[config.mk]
export PLATFORM = sky130hd
export DESIGN_NAME = mem_access_unit_flat
export DESIGN_NICKNAME = d
export VERILOG_FILES = /design/src/rtl/mem_access_unit_if.sv /design/src/rtl/mem_access_unit.sv /design/src/flat_wrapper.sv
export SDC_FILE = /design/constraint.sdc
export NUM_CORES = 1
export LEC_CHECK = 0
export CORE_ASPECT_RATIO = 1.2
export CORE_MARGIN = 2
export CORE_UTILIZATION = 40
export DETAILED_ROUTE_END_ITERATION = 8
export PLACE_DENSITY = 0.8
export SYNTH_ARGS = -nofsm -noshare
export SYNTH_HDL_FRONTEND = slang
export SYNTH_SLANG_ARGS = --single-unit
[constraint.sdc]
create_clock -name CLK -period 3.35 [get_ports CLK]
set_input_delay 0.67 -clock CLK [delete_from_list [all_inputs] [get_ports CLK]]
set_output_delay 0.67 -clock CLK [all_outputs]
set_load 0.01 [all_outputs]
[src/rtl/mem_access_unit_if.sv]
// Data-cache request/response bus between the memory stage and the dcache.
// The memory stage drives requests (master); the dcache answers with hit/data (slave).
interface mem_access_unit_if;
  logic        dmemREN;
  logic        dmemWEN;
  logic [31:0] dmemaddr;
  logic [31:0] dmemstore;
  logic        dhit;
  logic [31:0] dmemload;

  modport master (
    output dmemREN, dmemWEN, dmemaddr, dmemstore,
    input  dhit, dmemload
  );

  modport slave (
    input  dmemREN, dmemWEN, dmemaddr, dmemstore,
    output dhit, dmemload
  );
endinterface

[src/rtl/mem_access_unit.sv]
// Memory-stage access controller: issues dcache requests for the instruction in
// EX/MEM, freezes the upstream pipeline while a request is outstanding, keeps
// the LL/SC link register, and drives the MEM/WB enable/flush controls.
module mem_access_unit #(
  parameter int CNT_W          = 16,
  parameter bit LINK_CLR_ON_ST = 1'b1
) (
  input  logic               CLK,
  input  logic               nRST,
  input  logic               ex_valid,
  input  logic               ex_dREN,
  input  logic               ex_dWEN,
  input  logic               ex_ll,
  input  logic               ex_sc,
  input  logic               ex_halt,
  input  logic [31:0]        ex_addr,
  input  logic [31:0]        ex_store,
  input  logic               ext_stall,
  input  logic               snoop_inv,
  input  logic [31:0]        snoop_addr,
  mem_access_unit_if.master  dbus,
  output logic [31:0]        mem_data,
  output logic               mem_stall,
  output logic               memwb_en,
  output logic               memwb_flush,
  output logic               halted,
  output logic [CNT_W-1:0]   stat_wait
);

  typedef enum logic [1:0] {
    IDLE = 2'd0,
    WAIT = 2'd1,
    HOLD = 2'd2,
    HALT = 2'd3
  } state_t;

  state_t             state_reg, state_next;
  logic               link_valid_reg, link_valid_next;
  logic [29:0]        link_addr_reg, link_addr_next;
  logic [31:0]        hold_data_reg, hold_data_next;
  logic [CNT_W-1:0]   stat_wait_reg, stat_wait_next;

  logic        mem_op;
  logic        sc_ok;
  logic        sc_fail;
  logic        req;
  logic        done;
  logic [29:0] ex_word;
  logic [31:0] sc_result;
  logic [31:0] capture_data;
  logic        unused_bits;

  // Word-granular addresses: the byte offset never participates in matching.
  assign unused_bits  = ^{ex_addr[1:0], snoop_addr[1:0]};
  assign ex_word      = ex_addr[31:2];

  assign mem_op       = ex_valid & (ex_dREN | ex_dWEN);
  assign sc_ok        = link_valid_reg & (link_addr_reg == ex_word);
  assign sc_fail      = mem_op & ex_sc & ~sc_ok;
  // nRST gates the request so the cache sees nothing while reset is held.
  assign req          = nRST & mem_op & ~sc_fail &
                        ((state_reg == IDLE) | (state_reg == WAIT));
  assign done         = req & dbus.dhit;
  assign sc_result    = {31'b0, sc_ok};
  assign capture_data = ex_sc ? sc_result : dbus.dmemload;

  assign dbus.dmemREN   = req & ex_dREN;
  assign dbus.dmemWEN   = req & ex_dWEN;
  assign dbus.dmemaddr  = {ex_addr[31:2], 2'b00};
  assign dbus.dmemstore = ex_store;

  assign halted      = (state_reg == HALT);
  assign mem_stall   = req & ~dbus.dhit;
  assign memwb_en    = ~ext_stall & ~mem_stall & ~halted;
  assign memwb_flush = mem_stall & ~ext_stall;
  assign stat_wait   = stat_wait_reg;

  // Result toward MEM/WB: captured value while held, SC status flag, else cache data.
  always_comb begin
    mem_data = dbus.dmemload;
    if (state_reg == HOLD) begin
      mem_data = hold_data_reg;
    end else if (ex_sc) begin
      mem_data = sc_result;
    end
  end

  // Next-state and hold-data capture for the request sequencer.
  always_comb begin
    state_next     = state_reg;
    hold_data_next = hold_data_reg;
    case (state_reg)
      IDLE: begin
        if (req && !dbus.dhit) begin
          state_next = WAIT;
        end else if (req && dbus.dhit && ext_stall) begin
          state_next     = HOLD;
          hold_data_next = capture_data;
        end else if (ex_valid && ex_halt && !ext_stall) begin
          state_next = HALT;
        end
      end
      WAIT: begin
        // A request that vanishes (e.g. SC losing its link) must not strand us here.
        if (!req) begin
          state_next = IDLE;
        end else if (dbus.dhit) begin
          if (ext_stall) begin
            state_next     = HOLD;
            hold_data_next = capture_data;
          end else begin
            state_next = IDLE;
          end
        end
      end
      HOLD: begin
        if (!ext_stall) begin
          state_next = IDLE;
        end
      end
      HALT: begin
        state_next = HALT;
      end
      default: begin
        state_next = IDLE;
      end
    endcase
  end

  // Link register update; later assignments take priority, so an LL set beats a snoop clear.
  always_comb begin
    link_valid_next = link_valid_reg;
    link_addr_next  = link_addr_reg;
    if (snoop_inv && (snoop_addr[31:2] == link_addr_reg)) begin
      link_valid_next = 1'b0;
    end
    if (LINK_CLR_ON_ST && done && ex_dWEN && !ex_sc && (ex_word == link_addr_reg)) begin
      link_valid_next = 1'b0;
    end
    if ((done && ex_sc) || sc_fail) begin
      link_valid_next = 1'b0;
    end
    if (done && ex_dREN && ex_ll) begin
      link_valid_next = 1'b1;
      link_addr_next  = ex_word;
    end
  end

  // Saturating count of cycles spent stalling on the dcache.
  always_comb begin
    stat_wait_next = stat_wait_reg;
    if (mem_stall && (stat_wait_reg != {CNT_W{1'b1}})) begin
      stat_wait_next = stat_wait_reg + CNT_W'(1);
    end
  end

  // State registers with asynchronous active-low reset.
  always_ff @(posedge CLK or negedge nRST) begin
    if (!nRST) begin
      state_reg      <= IDLE;
      link_valid_reg <= 1'b0;
      link_addr_reg  <= '0;
      hold_data_reg  <= '0;
      stat_wait_reg  <= '0;
    end else begin
      state_reg      <= state_next;
      link_valid_reg <= link_valid_next;
      link_addr_reg  <= link_addr_next;
      hold_data_reg  <= hold_data_next;
      stat_wait_reg  <= stat_wait_next;
    end
  end

endmodule

[src/flat_wrapper.sv]
// flat-port wrapper written by rule: the top's interface ports become plain ports
module mem_access_unit_flat 
#(
  parameter int CNT_W          = 16,
  parameter bit LINK_CLR_ON_ST = 1'b1
)
  (CLK, nRST, ex_valid, ex_dREN, ex_dWEN, ex_ll, ex_sc, ex_halt, ex_addr, ex_store, ext_stall, snoop_inv, snoop_addr, mem_data, mem_stall, memwb_en, memwb_flush, halted, stat_wait, dbus_dmemREN, dbus_dmemWEN, dbus_dmemaddr, dbus_dmemstore, dbus_dhit, dbus_dmemload);
  mem_access_unit_if dbus_i ();
  input  logic CLK;
  input  logic nRST;
  input  logic ex_valid;
  input  logic ex_dREN;
  input  logic ex_dWEN;
  input  logic ex_ll;
  input  logic ex_sc;
  input  logic ex_halt;
  input  logic [31:0] ex_addr;
  input  logic [31:0] ex_store;
  input  logic ext_stall;
  input  logic snoop_inv;
  input  logic [31:0] snoop_addr;
  output logic [31:0] mem_data;
  output logic mem_stall;
  output logic memwb_en;
  output logic memwb_flush;
  output logic halted;
  output logic [CNT_W-1:0] stat_wait;
  output wire logic [$bits(dbus_i.dmemREN)-1:0] dbus_dmemREN;
  output wire logic [$bits(dbus_i.dmemWEN)-1:0] dbus_dmemWEN;
  output wire logic [$bits(dbus_i.dmemaddr)-1:0] dbus_dmemaddr;
  output wire logic [$bits(dbus_i.dmemstore)-1:0] dbus_dmemstore;
  input wire logic [$bits(dbus_i.dhit)-1:0] dbus_dhit;
  input wire logic [$bits(dbus_i.dmemload)-1:0] dbus_dmemload;
  assign dbus_dmemREN = dbus_i.dmemREN;
  assign dbus_dmemWEN = dbus_i.dmemWEN;
  assign dbus_dmemaddr = dbus_i.dmemaddr;
  assign dbus_dmemstore = dbus_i.dmemstore;
  assign dbus_i.dhit = dbus_dhit;
  assign dbus_i.dmemload = dbus_dmemload;
  mem_access_unit #(.CNT_W(CNT_W), .LINK_CLR_ON_ST(LINK_CLR_ON_ST)) u_core (.CLK(CLK), .nRST(nRST), .ex_valid(ex_valid), .ex_dREN(ex_dREN), .ex_dWEN(ex_dWEN), .ex_ll(ex_ll), .ex_sc(ex_sc), .ex_halt(ex_halt), .ex_addr(ex_addr), .ex_store(ex_store), .ext_stall(ext_stall), .snoop_inv(snoop_inv), .snoop_addr(snoop_addr), .dbus(dbus_i), .mem_data(mem_data), .mem_stall(mem_stall), .memwb_en(memwb_en), .memwb_flush(memwb_flush), .halted(halted), .stat_wait(stat_wait));
endmodule
==> results.json, run 1 <==
{
  "yosysSeqAreaShare_pct": 39.1,
  "status": "completed",
  "area_delta_synth_final_pct": 45.2,
  "maxSlewViolCount": 0,
  "clk_pin_slew_worst_paths_ns": 0.06,
  "setup_slack_ns": 0.0214,
  "synth_area_sq_mm": 0.00519,
  "grt_max_degree": 65,
  "wl_per_cell_microns": 15.7,
  "power.density_mw_per_mm2": 513,
  "routabilityCongestion": 0.885,
  "dieHeight_microns": 129,
  "globalRouteOverflowTotal": 0,
  "synth_ff_type": "dfrtp_1",
  "syn_avg_cell_area_sq_um": 9.92,
  "slew_headroom_pct": 58.6,
  "min-delay-path-class": "in2async",
  "total_leakage_power_nw": 3.39,
  "num_rows": 45,
  "synth_top_area_share_pct": 39.1,
  "ys_top_cells_by_area": "dfrtp_1 (39%), buf_4 (9.3%), xor2_1 (8.4%), mux2i_1 (6.2%), mux2_4 (5.8%)",
  "tightest_slew_ns": 0.616,
  "clkLatencyLatePin_ns": 0.34,
  "largest_reg_flops": 32,
  "cp_max_fo": 5,
  "cp-start-kind": "primary input",
  "dp_hpwl_mm": 10.5,
  "power_w": 0.00387,
  "rsz0062_at_grt": "yes",
  "cp-end-kind": "output pin",
  "io_pins": 257,
  "port_buffers": 186,
  "die_x_microns": 108,
  "synth_cells": 523,
  "hold_violations": 0,
  "ys_async_sr_fraction_pct": 100,
  "cp.arrival_ns": 2.66,
  "antenna_found_initial": 3,
  "cts.sinks": 81,
  "root_buffer": "clkbuf_16",
  "drive_above_1_share_pct": 19.8,
  "cpPeakStageDelay_ns": 0.48,
  "synth-edff-count": 0,
  "core-area_sq_mm": 0.0127,
  "cts_max_path_buffers": 2,
  "initial_core_util_pct": 40.9,
  "drt-initial-drc-count": 138,
  "cts_tree": "done",
  "final_common_cell": "clkdlybuf4s50_1",
  "synth_warnings": 0,
  "cts_buffers": 9,
  "path_class": "in2out",
  "cap_violations": 0,
  "grt_first_pass_wirelength_mm": 21.7,
  "final_net_count": 832,
  "vias": 4219,
  "antenna_left": 0,
  "layout_common_cells": "clkdlybuf4s50_1 (155), dfrtp_1 (80), buf_4 (52)",
  "period_share_pct": 99.4,
  "fillers": 1053,
  "setup_violations": 0,
  "dr.pass1.iters": 4,
  "path_cells": "buf_6 -> xor2_4 -> nor4_4 -> buf_4 -> nand4_1 -> o41ai_4 -> nand2_4 -> nor3_2 -> buf_4 -> nor3_2 -> buf_2",
  "ir_drop_mv": 0.339,
  "layout_min_cycle_time_ns": 3.33,
  "timing.fmax_mhz": 300,
  "slowest_stage": "o41ai_4",
  "skew_ns": 0.00604,
  "routed_wl_mm": 13.6,
  "die-area_sq_mm": 0.0139,
  "htree_levels": 3,
  "gr-usage-all-layers_pct": 19.8,
  "synth-seq-cells": 81,
  "worst_ep_required_time_ns": 2.68,
  "drt-vias-per-instance": 4.89,
  "grt_pass1_vias": 4505,
  "place_ws_ns": -0.797,
  "drc": 0,
  "ys_types": 40,
  "synth.largest_area_cell": "dfrtp_1"
}
cells in the mapped netlist, drive strengths merged (2+ instances only):
master,number
and2,4
buf,71
clkbuf,11
dfrtp,81
inv,36
mux2,31
mux2i,32
nand2,45
nand2b,31
nand3,10
nand4,11
nor2,15
nor2b,2
nor3,10
nor4,13
o21ai,32
xnor2,25
xor2,50
final cells by class:
class	instances	area (sq um)	share of cell area, %
clock inverter	7	143	1.89
inverter	36	135	1.79
clock buffer	9	225	2.99
sequential	81	2030	26.9
antenna	2	5.00	0.0664
tap	164	205	2.72
multi-input combinational	325	2540	33.7
timing repair buffer	239	2250	29.9
worst paths after layout:
kind | cells after the start | startpoint | slack, ns | endpoint
worst max-delay path | 11 | ex_addr[23] | 0.02 | memwb_en
worst min-delay path | 2 | nRST | 0.43 | u_core.hold_data_reg[25]$_DFFE_PN0P_
max in group asynchronous | 3 | nRST | 1.92 | u_core.link_addr_reg[21]$_DFFE_PN0P_
min in group CLK | 1 | u_core.stat_wait[15]$_DFFE_PN0P_ | 0.50 | u_core.stat_wait[15]$_DFFE_PN0P_
worst min register to register | 1 | u_core.stat_wait[15]$_DFFE_PN0P_ | 0.50 | u_core.stat_wait[15]$_DFFE_PN0P_
worst max register to register | 10 | u_core.link_addr_reg[21]$_DFFE_PN0P_ | 0.44 | u_core.link_addr_reg[9]$_DFFE_PN0P_
through the flow:
stage	utilization, %	hold slack, ns	cells	setup TNS [ns]	area [sq um]
2_1_floorplan	-	0.374	524	0	5190
5_1_grt	59.5	0.475	863	-0.286	7530
6_report	59.5	0.426	863	0	7530
3_3_place_gp	55.3	0.493	835	-17.81	7010
4_1_cts	58.7	0.455	857	-0.0301	7440
3_5_place_dp	55.3	0.490	835	-16.97	7010
where the power goes:
part           switching, W  internal [W]  total (W)
registers          0.000180       0.00119    0.00137
logic              0.000564      0.000728    0.00129
clock network      0.000402      0.000805    0.00121
total               0.00115       0.00272    0.00387
critical path, delay by kind of cell:
family / cells / cell delay (ns)
AO/OA/AOI/OAI: 1 / 0.48
XOR/XNOR: 1 / 0.18
buffers and inverters: 4 / 0.55
AND/OR/NAND/NOR: 5 / 0.76
cells by family after synthesis:
| kind of cell | after synthesis | share of synthesized area, % |
|---|---|---|
| compound gates | 39 | 4.44 |
| other cells | 1 | 0.0723 |
| flops | 81 | 39.1 |
| mux | 63 | 14.4 |
| xor+xnor | 75 | 12.8 |
| fa+ha+maj | 1 | 0.241 |
| buf+inv | 118 | 14.2 |
| simple gates | 145 | 14.8 |
routing by layer:
layer | share of wire (%) | wire length (microns) | track usage (%) | vias up
met1 | 40 | 5400 | 22.6 | 2046
li1 | - | - | - | 1997
met4 | 2.7 | 364 | 9.20 | 2
met2 | 52 | 7100 | 35.6 | 138
met5 | 0.096 | 13 | 0 | -
met3 | 5.3 | 715 | 3.70 | 36
what timing repair did:
item	in CTS	in global routing
setup endpoints to repair	6	6
hold buffers	0	0
pin swaps	16	9
resized for setup	83	20
buffers inserted	6	4
Note: power is estimated with default switching activity, not from simulation.
==> run 2, diff against run 1 <==
--- a/config.mk
+++ b/config.mk
@@ -5,6 +5,7 @@
 export SDC_FILE = /design/constraint.sdc
 export NUM_CORES = 1
 export LEC_CHECK = 0
+export ABC_CLOCK_PERIOD_IN_PS = 3350
 export CORE_ASPECT_RATIO = 1.2
 export CORE_MARGIN = 2
 export CORE_UTILIZATION = 40
==> results of run 2 <==
No change in the layout: final DEF, timing and power equal those of run 1.
